**src/rtl/seq_mult_ctrl.sv**
```systemverilog
// -----------------------------------------------------------------------------
// seq_mult_ctrl
// -----------------------------------------------------------------------------
// Multi-cycle unsigned shift-and-add multiplier with its own sequencing FSM.
//
// A single (N+M)-bit adder is reused once per multiplier bit. This trades a
// combinational array multiplier for M cycles of latency.
//
// Handshake: a start request is accepted on a rising clk edge when the FSM is
// in IDLE or DONE (start=1 at that edge). In CALC, start is ignored. busy is
// high for every CALC cycle. done is high for exactly one cycle (DONE), and y
// carries the new product in that same cycle. y then holds until the next
// done. Operands may change freely after the accepting edge.
//
// Parameters:
//   N  width of multiplicand a
//   M  width of multiplier b (also the maximum number of CALC cycles)
//
// Ports:
//   clk    in   rising-edge clock
//   rst_n  in   asynchronous active-low reset (aborts any operation, y -> 0)
//   start  in   request, sampled on rising clk edge
//   a      in   [N-1:0]   multiplicand, captured on accepted start
//   b      in   [M-1:0]   multiplier, captured on accepted start
//   busy   out  high while in CALC
//   done   out  one-cycle pulse, y valid in that cycle
//   y      out  [N+M-1:0] product, held until the next done
//
// Build option:
//   SEQ_MULT_EARLY_EXIT_EN  when defined, CALC ends as soon as the remaining
//                           multiplier bits are all zero. Without it, every
//                           operation spends exactly M cycles in CALC.
//
// The FSM state is kept in state_q. It is readable hierarchically for
// checkers and is decoded directly onto busy/done.
// -----------------------------------------------------------------------------
module seq_mult_ctrl #(
  parameter int N = 4,
  parameter int M = 4
) (
  input  logic           clk,
  input  logic           rst_n,
  input  logic           start,
  input  logic [N-1:0]   a,
  input  logic [M-1:0]   b,
  output logic           busy,
  output logic           done,
  output logic [N+M-1:0] y
);

  localparam int W  = N + M;
  // The step counter only needs to reach M-1.
  localparam int SW = (M > 1) ? $clog2(M) : 1;

  typedef enum logic [1:0] {
    ST_IDLE = 2'd0,
    ST_CALC = 2'd1,
    ST_DONE = 2'd2
  } state_t;

  state_t        state_q, state_d;
  logic [W-1:0]  acc_q,   acc_d;
  logic [W-1:0]  a_q,     a_d;
  logic [M-1:0]  b_q,     b_d;
  logic [SW-1:0] step_q,  step_d;
  logic [W-1:0]  y_q,     y_d;

  // Datapath for one CALC iteration.
  logic [W-1:0]  addend;
  logic [W-1:0]  acc_sum;
  logic [M-1:0]  b_shift;
  logic          last_step;

  always_comb begin
    // Partial product for the current multiplier bit. The sum cannot
    // overflow W bits, because (2^N-1)(2^M-1) < 2^(N+M).
    addend    = b_q[0] ? (a_q << step_q) : '0;
    acc_sum   = acc_q + addend;
    b_shift   = b_q >> 1;
`ifdef SEQ_MULT_EARLY_EXIT_EN
    // Stop once no set bits remain. The step limit still bounds the loop.
    last_step = (step_q == SW'(M - 1)) || (b_shift == '0);
`else
    last_step = (step_q == SW'(M - 1));
`endif
  end

  // Next-state and datapath control.
  always_comb begin
    state_d = state_q;
    acc_d   = acc_q;
    a_d     = a_q;
    b_d     = b_q;
    step_d  = step_q;
    y_d     = y_q;

    case (state_q)
      ST_IDLE: begin
        if (start) begin
          a_d     = {{M{1'b0}}, a};
          b_d     = b;
          acc_d   = '0;
          step_d  = '0;
          state_d = ST_CALC;
        end
      end

      ST_CALC: begin
        acc_d  = acc_sum;
        b_d    = b_shift;
        step_d = step_q + SW'(1);
        if (last_step) begin
          // Register the final sum into y on entry to DONE, so y is already
          // valid during the done cycle.
          y_d     = acc_sum;
          state_d = ST_DONE;
        end
      end

      ST_DONE: begin
        // A start here is accepted back-to-back. This is the only point
        // where a new operation can overlap the end of the old one.
        if (start) begin
          a_d     = {{M{1'b0}}, a};
          b_d     = b;
          acc_d   = '0;
          step_d  = '0;
          state_d = ST_CALC;
        end else begin
          state_d = ST_IDLE;
        end
      end

      default: begin
        state_d = ST_IDLE;
      end
    endcase
  end

  always_ff @(posedge clk or negedge rst_n) begin
    if (!rst_n) begin
      state_q <= ST_IDLE;
      acc_q   <= '0;
      a_q     <= '0;
      b_q     <= '0;
      step_q  <= '0;
      y_q     <= '0;
    end else begin
      state_q <= state_d;
      acc_q   <= acc_d;
      a_q     <= a_d;
      b_q     <= b_d;
      step_q  <= step_d;
      y_q     <= y_d;
    end
  end

  // Outputs decode straight from registered state. An asynchronous reset
  // therefore clears busy/done/y immediately.
  assign busy = (state_q == ST_CALC);
  assign done = (state_q == ST_DONE);
  assign y    = y_q;

endmodule

```
**config.mk**
```make
export PLATFORM = sky130hd
export DESIGN_NAME = seq_mult_ctrl
export DESIGN_NICKNAME = d
export VERILOG_FILES = /design/src/rtl/seq_mult_ctrl.sv
export SDC_FILE = /design/constraint.sdc
export NUM_CORES = 1
export LEC_CHECK = 0
export ABC_AREA = 0
export CAP_MARGIN = 20
export CORE_ASPECT_RATIO = 0.6
export CORE_MARGIN = 2
export CORE_UTILIZATION = 51
export CTS_BUF_LIST = sky130_fd_sc_hd__clkbuf_2
export DETAILED_ROUTE_END_ITERATION = 16
export PLACE_DENSITY = 0.77
export SYNTH_ARGS = -nofsm -noshare
export SYNTH_HDL_FRONTEND = slang
export SYNTH_SLANG_ARGS = --single-unit
```
**constraint.sdc**
```tcl
create_clock -name clk -period 3.1 [get_ports clk]
set_input_delay 0.31 -clock clk [delete_from_list [all_inputs] [get_ports clk]]
set_output_delay 0.31 -clock clk [all_outputs]
set_load 0.005 [all_outputs]
```
* Yosys cells after proc, flatten, opt, wreduce, memory -nomap -nowiden
Cells that the tools add are included.
** Operators by class
- Reductions and logical operators :: 7
- Multiplexer cells :: 11
- Shift-type cells :: 1
- Add/sub/neg operators :: 2
- Equal/unequal tests :: 6
** Operators by type and width (count)
- 2-to-1 mux 8 bit :: 2
- case mux 8 bit (2 select lines) :: 1
- adder 8 bit :: 1
- case mux 4 bit (2 select lines) :: 1
- AND reduction 2 bit :: 4
- left shift 4 x 2 -> 8 bit :: 1
- 2-to-1 mux 2 bit :: 3
- case mux 2 bit (3 select lines) :: 1
- equality test 2 bit, second input constant :: 2
- 2-to-1 mux 4 bit :: 1
- inequality test 2 x 1 -> 1 bit, second input constant :: 2
- case mux 2 bit (2 select lines) :: 1
- adder 2 x 1 -> 2 bit, second input constant :: 1
- equality test 2 x 1 -> 1 bit, second input constant :: 1
- logical NOT 2 bit :: 1
- inequality test 2 bit, second input constant :: 1
- nonzero test 2 bit :: 1
- OR reduction 2 bit :: 1
- 2-to-1 mux 1 bit :: 1
** Storage, ports and cells
- Register bits after elaboration :: 28
- Input bits :: 11

* Depth between registers and ports, before layout
- Word-level depth :: 4
- Gate-level depth with buffers :: 11

* Worst setup path before layout
No wires, ideal clock.
- Path type :: reg2reg
- Start :: register step_q[0]
- End :: register acc_q[6]
- Cell stages (with the launch flop) :: 11
- Period minus slack after synthesis :: 2.395 ns
- Path buffers :: 1
- Arrival time :: 2.300 ns
- Required time :: 3.005 ns
- Setup slack :: 0.705 ns
- Cell sequence :: dfrtp_1 > clkbuf_1 > mux2i_1 > nand2b_1 > and3_1 > ha_1 > nor2b_4 > o31a_1 > o21a_1 > o21a_1 > o31ai_1
** Between the ends
- Cells in the longest elaborated chain, start to end :: 4
** Ends and longest elaborated chain
- start, declared :: line 65 : logic [SW-1:0] step_q, step_d;
- start signal, assigned :: line 153 : step_q <= step_d;
- left shift 4 x 2 -> 8 bit :: line 77 : addend = b_q[0] ? (a_q << step_q) : '0;
- 2-to-1 mux 8 bit :: line 77
- adder 8 bit :: line 78 : acc_sum = acc_q + addend;
- case mux 8 bit (2 select lines) :: line 97 : case (state_q)
- end signal, assigned :: line 143 : acc_q <= '0;
- end signal, assigned :: line 150 : acc_q <= acc_d;
- end, declared :: line 62 : logic [W-1:0] acc_q, acc_d;
No other way between the ends.
A chain may end at the register's enable or synchronous reset.

* Worst setup path after layout
- Start :: register step_q[0]
- End :: register y_q[6], in the netlist y[6]
** Between the ends
- Cells in the longest elaborated chain, start to end :: 3
- Elaborated cells on any way between the ends :: 5
- Those cells by class :: 1 x add/sub; 1 x eq/ne; 1 x shift; 1 x mux; 1 x reduce/logical
** Ends and longest elaborated chain
- left shift 4 x 2 -> 8 bit :: line 77
- 2-to-1 mux 8 bit :: line 77
- adder 8 bit :: line 78
- end signal, assigned :: line 154 : y_q <= y_d;
- end, declared :: line 66 : logic [W-1:0] y_q, y_d;
Several ways; a longest one is shown, not always the timed one.

==> results.cfg <==
[run_status]
status = completed

[grt]
grt_usage_pct = 20.1
grt_max_degree = 29
grt_pass1_vias = 1049
grt-ovfl-total = 0
antenna_found_initial = 0
grt_pass1_wl_mm = 4.95

[power]
p_per_area_mw_per_mm2 = 946
p_seq_share_pct = 40.1
switching_power_uw = 687
clkPwrFrac_pct = 8.2
power.share.switching_pct = 41.6
p_leak_uw = 0.000792
combPwrFrac_pct = 51.8
peakVddDrop_v = 0.000473
intPower_uw = 963

[clock_network]
clock_latency_ns = 0.38
clk_path_buf_depth = 2
clk_pin_slew_ns = 0.26
cts_resized = 0
post_cts_buffers = 0
cts.sinks = 28
root_buffer = clkbuf_2
cts_hold_buf = 0
cts-buffers-inserted = 3
htreeDepth = 1
cts_tree = yes

[floorplan]
start_util_pct = 52.6
ios = 21
die_area_sq_mm = 0.00338
die_x_microns = 73.8
rows = 15
coreArea_sq_mm = 0.00283
die_height_microns = 45.9

[detailed_routing]
drc = 0
wl_per_cell_microns = 14.8
drt_iter0_drc = 46
vias = 1107
ant_nets = 0
drt-total-wl_mm = 3.08
dr.pass1.iters = 4
via_per_inst = 5.30

[worst_hold_path]
hp-class = in2async

[logic_synthesis]
synth_area_sq_mm = 0.00149
synthCells = 148
synth_cell_types = 32
ys_seq_area_share_pct = 47.0
synth_seq_cells = 28
syn-num-nets = 168
yosys_warnings = 0
synth_area_per_cell_sq_um = 10.1

[timing]
period_needed_ns = 2.51
skew_ns = 0.0268
setup_slack_ns = 0.594
fmax_mhz = 399
min_period_over_period_pct = 80.8
tns_ns = 0
finalHoldViolCount = 0
finalSetupViolations = 0
rsz0062_at_grt = no
slew_headroom_pct = 57.6
tightest_slew_ns = 0.635
drv_slew = 0

[worst_setup_path]
path_class = reg2reg
cp-start-kind = flip-flop
timing.critical_path.buf_inv = 0
slowest_delay_ns = 0.58
crit_path_end_kind = flip-flop
cp_cell_sequence = mux2i_1 > nand2b_1 > and3_1 > ha_1 > nor2b_4 > o31a_1 > o21a_1 > o21a_1 > o31ai_1
slowest_stage = dfrtp_1
cp_common_cell = o21a_1
critical_path_required_ns = 3.38
cp_top_family = compound AO/OA/AOI/OAI gates
reg2reg_depth = 9
worstPathArrival_ns = 2.79
critical_path_depth = 9
crit_fanout = 9

[placement]
gp_congestion = 0.842
place_ws_ns = 0.670
dpl_cell_area_sq_mm = 0.00172
portBuffers = 20
dp_hpwl_mm = 2.30

[layout]
antenna_cells = 0
nets = 188
syn_to_final_growth_pct = 17.0
post-route-util_pct = 61.5
fin_area_sq_mm = 0.00174
drive_above_1_share_pct = 8.98

[job]
timing.max_cap.violations = 0
## state kept, by name (all words and copies together), names as in the netlist
signal / cells
state_q: 2
y: 8
step_q: 2
b_q: 4
acc_q: 8
a_q: 4
## final timing paths
kind                                start  endpoint  slack (ns)
min in group clk                 acc_q[7]  acc_q[7]        0.51
worst min-delay path                rst_n    b_q[3]        0.25
worst max-delay path            step_q[0]      y[6]        0.59
worst max register to register  step_q[0]      y[6]        0.59
max in group asynchronous           rst_n  acc_q[4]        2.56
worst min register to register   acc_q[7]  acc_q[7]        0.51
## final cells by class
type | count | area, sq um
tap | 42 | 52.6
clock inverter | 1 | 3.75
multi-input combinational | 108 | 741
inverter | 6 | 22.5
fill | 250 | 1090
sequential | 28 | 701
clock buffer | 3 | 15.0
timing repair buffer | 21 | 208
## per-stage QoR
| step | total power [uW] | instances | hold slack (ns) |
|---|---|---|---|
| detailed placement | 1520 | 205 | 0.478 |
| CTS | 1660 | 209 | 0.259 |
| global route | 1790 | 209 | 0.257 |
| finish | 1650 | 209 | 0.248 |
| floorplan | 1230 | 148 | 0.0144 |
| global placement | 1470 | 205 | 0.463 |
## power groups by stage
stage | registers [uW] | clock network (uW) | logic (uW)
2_1_floorplan | 604 | 0 | 630
6_report | 661 | 135 | 854
3_3_place_gp | 657 | 0 | 811
4_1_cts | 660 | 141 | 860
5_1_grt | 685 | 156 | 952
3_5_place_dp | 669 | 0 | 850
## cells in the final DEF (no fill, tap or decap), types with 2 or more instances in the layout
cell type        Yosys  final
a211oi_1             2      2
a21oi_1              6      6
a22o_1               3      3
and3_1               2      2
clkbuf_2             0      3
clkdlybuf4s50_1      0     20
dfrtp_1             28     28
ha_1                 8      8
inv_1                5      5
mux2_2               6      6
mux2i_1              8      8
nand2_1             22     22
nand2b_1             4      4
nand3_1              2      2
nor2_1               6      6
nor2b_1              2      2
o21a_1               3      3
o21ai_0             16     16
o21bai_1             2      2
o31ai_1              2      2
xor2_1               4      4
## routing by layer
| layer | vias to the layer above | wire, microns | global-route usage, % |
|---|---|---|---|
| met1 | 527 | 1580 | 28.9 |
| met2 | 25 | 1330 | 28.2 |
| li1 | 549 | - | - |
| met5 | - | 0 | 0 |
| met3 | 6 | 134 | 6.86 |
| met4 | 0 | 41 | 6.91 |
## logic make-up (layout without fill, tap and decap cells)
group	Yosys count	count (layout)	synth area share, %
simple gates	43	43	13.8
compound gates	38	38	15.6
flops	28	28	47.0
mux	14	14	9.91
buf+inv	12	31	3.27
fa+ha+maj	9	9	8.06
xor+xnor	4	4	2.35
## cell usage after synthesis, drive strengths merged
master | instances | area [sq um]
mux2 | 6 | 67.6
dfrtp | 28 | 701
mux2i | 8 | 80.1
a21oi | 6 | 30.0
nand2b | 5 | 33.8
or2 | 1 | 6.26
o21bai | 2 | 15.0
o31ai | 2 | 15.0
nor3 | 1 | 5.00
fa | 1 | 20.0
nand3 | 2 | 10.0
inv | 6 | 22.5
buf | 3 | 15.0
a211oi | 2 | 15.0
o21a | 3 | 22.5
o211ai | 1 | 7.51
ha | 8 | 100
a21o | 1 | 7.51
nor2b | 3 | 26.3
a22o | 3 | 26.3
o31a | 1 | 8.76
and3 | 2 | 12.5
nand2 | 22 | 82.6
clkbuf | 3 | 11.3
xor2 | 4 | 35.0
nor2 | 7 | 28.8
o21ai | 17 | 85.1
Power figures use the tool's default switching activity.
==> RTL edit 1, RTL diff (same flow settings) <==
Build with the macro `SEQ_MULT_EARLY_EXIT_EN` defined.
--- a/src/rtl/seq_mult_ctrl.sv
+++ b/src/rtl/seq_mult_ctrl.sv
@@ -35,4 +35,6 @@
 // checkers and is decoded directly onto busy/done.
 // -----------------------------------------------------------------------------
+`define SEQ_MULT_EARLY_EXIT_EN
+
 module seq_mult_ctrl #(
   parameter int N = 4,
Behaviour: not the same (Yosys sat finds a counterexample within 4 cycles, from zero or initial values and one cycle with rst_n low).
==> RTL edit 1 against the unedited design <==
Clock skew is 0.016 ns lower. Design area grew 9.3%. Non-clock buffer count up 1. Worst hold slack improved by 0.016 ns. Synthesized area is 11% higher. Total power is 19% higher. Critical path depth unchanged. Global-route usage increased by 1.4 points. Sequential cell count unchanged. Worst setup slack worse by 0.16 ns. Sequential power increased by 8.5%. Wire length grew 18%. Critical path type unchanged. Largest power group unchanged. Highest routed layer unchanged.
==> RTL edit 1: results (changes against the unedited design) <==
[status]
status=finished clean  ; unchanged

[detailed_routing]
met1_length_um=1820  ; was 1580 µm
wl_um=3620  ; was 3080 µm
met3WireLength_um=191  ; was 134 µm
wl_met2_um=1610  ; was 1330 µm
first_iter_violations=134  ; was 46

[pwr]
max-vdd-ir-drop_uv=439  ; was 473 µV
finalPower_mw=1.96  ; was 1.65 mW
combPwrFrac_pct=56.6  ; was 51.8%
swShare_pct=43.3  ; was 41.6%
p_seq_mw=0.717  ; was 0.661 mW

[grt]
grt.met2_usage_pct=34.7  ; was 28.2%
grt_max_degree=29  ; unchanged
grt.total_usage_pct=21.5  ; was 20.1%
grt_use_met1_pct=31.1  ; was 28.9%
met3_usage_pct=5.00  ; was 6.86%

[timing]
skew_ns=0.0110  ; was 0.0268 ns
worst-slew-pin-transition_ns=0.655  ; was 0.635 ns

[finish]
drive_gt1_share_pct=10.8  ; was 8.98%
nNetsFinal=208  ; was 188
fillers=256  ; was 250

[placement]
dp_slack_ns=0.512  ; was 0.670 ns
dp_hpwl_um=2770  ; was 2300 µm
gp_congestion=0.914  ; was 0.842

[setup_path]
max_stage_delay_ns=0.62  ; was 0.58 ns
cp_data_arrival_time_ns=2.95  ; was 2.79 ns

[synthesis]
synth_cell_types=39  ; was 32
syn-num-nets=189  ; was 168
synth_common_cells=dfrtp_1 (28), nand2_1 (18), nor2_1 (9), o21ai_0 (9)  ; was dfrtp_1 (28), nand2_1 (22), o21ai_0 (16), ha_1 (8), mux2i_1 (8)
ys_seq_area_share_pct=42.2  ; was 47.0%

RTL edit 1: cell count changes after synthesis, sizes merged, moves of 3 or more:
cell / delta
nand2: -4
xor2: -3
a211oi: +5
o21ai: -8
clkbuf: +3
o211ai: +3
RTL edit 1: final timing paths:
kind / slack [ns] / start / cells past startpoint / to
min in group clk: 0.51 / y[7]$_DFFE_PN0P_ / 2 / y[7]$_DFFE_PN0P_
setup / recovery: 0.43 / step_q[0]$_DFFE_PN0P_ / 9 / acc_q[7]$_DFFE_PN0P_
hold reg to reg: 0.51 / y[7]$_DFFE_PN0P_ / 2 / y[7]$_DFFE_PN0P_
setup reg to reg: 0.43 / step_q[0]$_DFFE_PN0P_ / 9 / acc_q[7]$_DFFE_PN0P_
hold / removal: 0.26 / rst_n / 2 / b_q[0]$_DFFE_PN0P_
max in group asynchronous: 2.57 / rst_n / 2 / acc_q[1]$_DFFE_PN0P_
RTL edit 1: stage by stage:
step | std cells | instance area (µm²)
floorplan | 169 | 1660
global placement | 225 | 1890
detailed placement | 225 | 1890
CTS | 228 | 1900
global route | 228 | 1900
finish | 228 | 1900
RTL edit 1: final cells by class:
| cell class | count | area (µm²) | area share (%) |
|---|---|---|---|
| well taps | 42 | 52.6 | 2.76 |
| clock buffers | 3 | 15.0 | 0.788 |
| flip-flops and latches | 28 | 701 | 36.8 |
| inverters | 8 | 30.0 | 1.58 |
| multi-input cells | 125 | 891 | 46.8 |
| repair buffers | 22 | 215 | 11.3 |
RTL edit 1: cells by family after synthesis:
logic type / count (synthesis) / share of synthesized area, %
adder cells (fa/ha/maj): 9 / 7.24
buffers and inverters: 16 / 4.07
flip-flops: 28 / 42.2
multiplexers: 15 / 9.65
AND/OR/NAND/NOR: 53 / 16.3
AO/OA/AOI/OAI: 46 / 19.5
XOR/XNOR: 2 / 1.06
==> RTL edit 2, RTL diff (same settings) <==
Made on the original files. Make the reset (`rst_n`) synchronous in one clocked block. Comments in the files are not updated.
--- a/src/rtl/seq_mult_ctrl.sv
+++ b/src/rtl/seq_mult_ctrl.sv
@@ -138,5 +138,5 @@
   end
 
-  always_ff @(posedge clk or negedge rst_n) begin
+  always_ff @(posedge clk) begin
     if (!rst_n) begin
       state_q <= ST_IDLE;
Formal check against the unedited RTL: differs if rst_n is asserted again (counterexample within 4 cycles, from zero or initial values and one cycle with rst_n low); with rst_n held inactive, the same outputs for 10 cycles.
==> RTL edit 2 against the unedited design <==
Design area grew 2.7%. Synthesized area rose by 6.0%. Wire length is 11% higher. Critical path depth unchanged. Worst setup slack worse by 0.16 ns. Critical path type unchanged. Worst hold slack better by 0.23 ns. Sequential cell count did not move.
Power is not compared: it rests on default switching activity, and its combinational part moved more than twofold at a synthesized area within 25%.
==> RTL edit 2: results (changes against the unedited design) <==
[status]
status=finished clean  ; unchanged

[detailed_routing]
first_iter_violations=120  ; was 46
via_per_inst=5.57  ; was 5.30
avgRoutedWirePerCell_um=14.1  ; was 14.8 µm
drt-pass1-iter-count=5  ; was 4

[grt]
grt.total_usage_pct=21.2  ; was 20.1%
grt_pass1_wl_um=5540  ; was 4950 µm
grt_max_degree=23  ; was 29

[hold_path]
hp-class=reg2reg  ; was in2async

[setup_path]
crit_slowest_cell=dfxtp_1  ; was dfrtp_1
rr_startpoint=step_q[1]$_SDFFE_PN0P_  ; was step_q[0]$_DFFE_PN0P_
reg2reg_slack_ns=0.44  ; was 0.59 ns
max_stage_delay_ns=0.57
cp_data_arrival_time_ns=2.99  ; was 2.79 ns
cp_top_family=simple AND/OR/NAND/NOR gates  ; was compound AO/OA/AOI/OAI gates

[timing]
skew_ns=0.0106  ; was 0.0268 ns
min_period_ns=2.66  ; was 2.51 ns
worst-slew-pin-transition_ns=0.734  ; was 0.635 ns
whs_ns=0.476  ; was 0.248 ns

[synthesis]
syn-num-nets=206  ; was 168
synth_common_cells=dfxtp_1 (28), nor2_1 (25), nand2_1 (19), a21oi_1 (11), mux2i_1 (10)  ; was dfrtp_1 (28), nand2_1 (22), o21ai_0 (16), ha_1 (8), mux2i_1 (8)
ys.flop_type=dfxtp_1  ; was dfrtp_1
synth.area.top_cells=dfxtp_1 (35%), ha_1 (6.3%), mux2i_1 (6.3%)  ; was dfrtp_1 (47%), ha_1 (6.7%), nand2_1 (5.5%)
synth_cell_types=48  ; was 32
async_flop_share_pct=0  ; was 100%
ys_seq_area_share_pct=35.5  ; was 47.0%

[finish]
drive_gt1_share_pct=6.50  ; was 8.98%
fillers=263  ; was 250
antenna_cells=0  ; unchanged
nNetsFinal=221  ; was 188

[placement]
gp_congestion=0.969  ; was 0.842
dp_slack_ns=0.533  ; was 0.670 ns
dp_hpwl_um=2680  ; was 2300 µm

==> RTL edit 2: layer usage <==
metal,wire length [µm],track usage (%),part of all wire (%),vias to the layer above
li1,-,-,-,683
met1,1650,29.8,48,612
met3,279,5.79,8.2,2
met4,8,4.21,0.23,0
met2,1480,33.1,43,51
met5,0,0,0,-
==> RTL edit 2: cells by family (layout without fill, tap and decap cells) <==
| logic type | Yosys count | after routing | share of synthesized area, % |
|---|---|---|---|
| mux | 12 | 12 | 7.77 |
| compound gates | 44 | 44 | 19.1 |
| fa+ha+maj | 9 | 9 | 7.61 |
| xor+xnor | 1 | 1 | 0.555 |
| simple gates | 73 | 73 | 23.1 |
| buf+inv | 19 | 33 | 6.34 |
| flops | 28 | 28 | 35.5 |
==> RTL edit 2: report_power, final <==
part	total (mW)	switching [mW]	internal, mW
logic	0.0834	0.0441	0.0393
clock network	0.138	0.110	0.0280
registers	0.389	0.0164	0.373
==> RTL edit 2: area by class of cell <==
class	count	share of cell area, %
multi-input combinational	139	51.3
tap	42	2.94
timing repair buffer	20	11.2
inverter	9	2.17
clock inverter	1	0.210
sequential	28	31.3
clock buffer	3	0.839
==> RTL edit 2: stage by stage <==
stage | cell area (µm²) | std cells
final | 1790 | 242
after global routing | 1790 | 242
after CTS | 1790 | 242
after detailed placement | 1770 | 238
after global placement | 1770 | 238
after floorplan | 1580 | 186
==> RTL edit 2: worst min-delay path: stages, from the launching register on <==
cell and delay, ns:
dfxtp_1 0.37, nand2_1 0.05, a21oi_1 0.05
==> RTL edit 2: worst max-delay path by stage <==
stage                                       from                end  depth (start not counted)
final                     step_q[1]$_SDFFE_PN0P_  y[7]$_SDFFE_PN0P_                          9
after global routing      step_q[1]$_SDFFE_PN0P_  y[7]$_SDFFE_PN0P_                          9
after floorplan           step_q[1]$_SDFFE_PN0P_  y[7]$_SDFFE_PN0P_                         10
after CTS                 step_q[1]$_SDFFE_PN0P_  y[7]$_SDFFE_PN0P_                          9
after detailed placement  step_q[1]$_SDFFE_PN0P_  y[7]$_SDFFE_PN0P_                          9
after global placement    step_q[1]$_SDFFE_PN0P_  y[7]$_SDFFE_PN0P_                          9
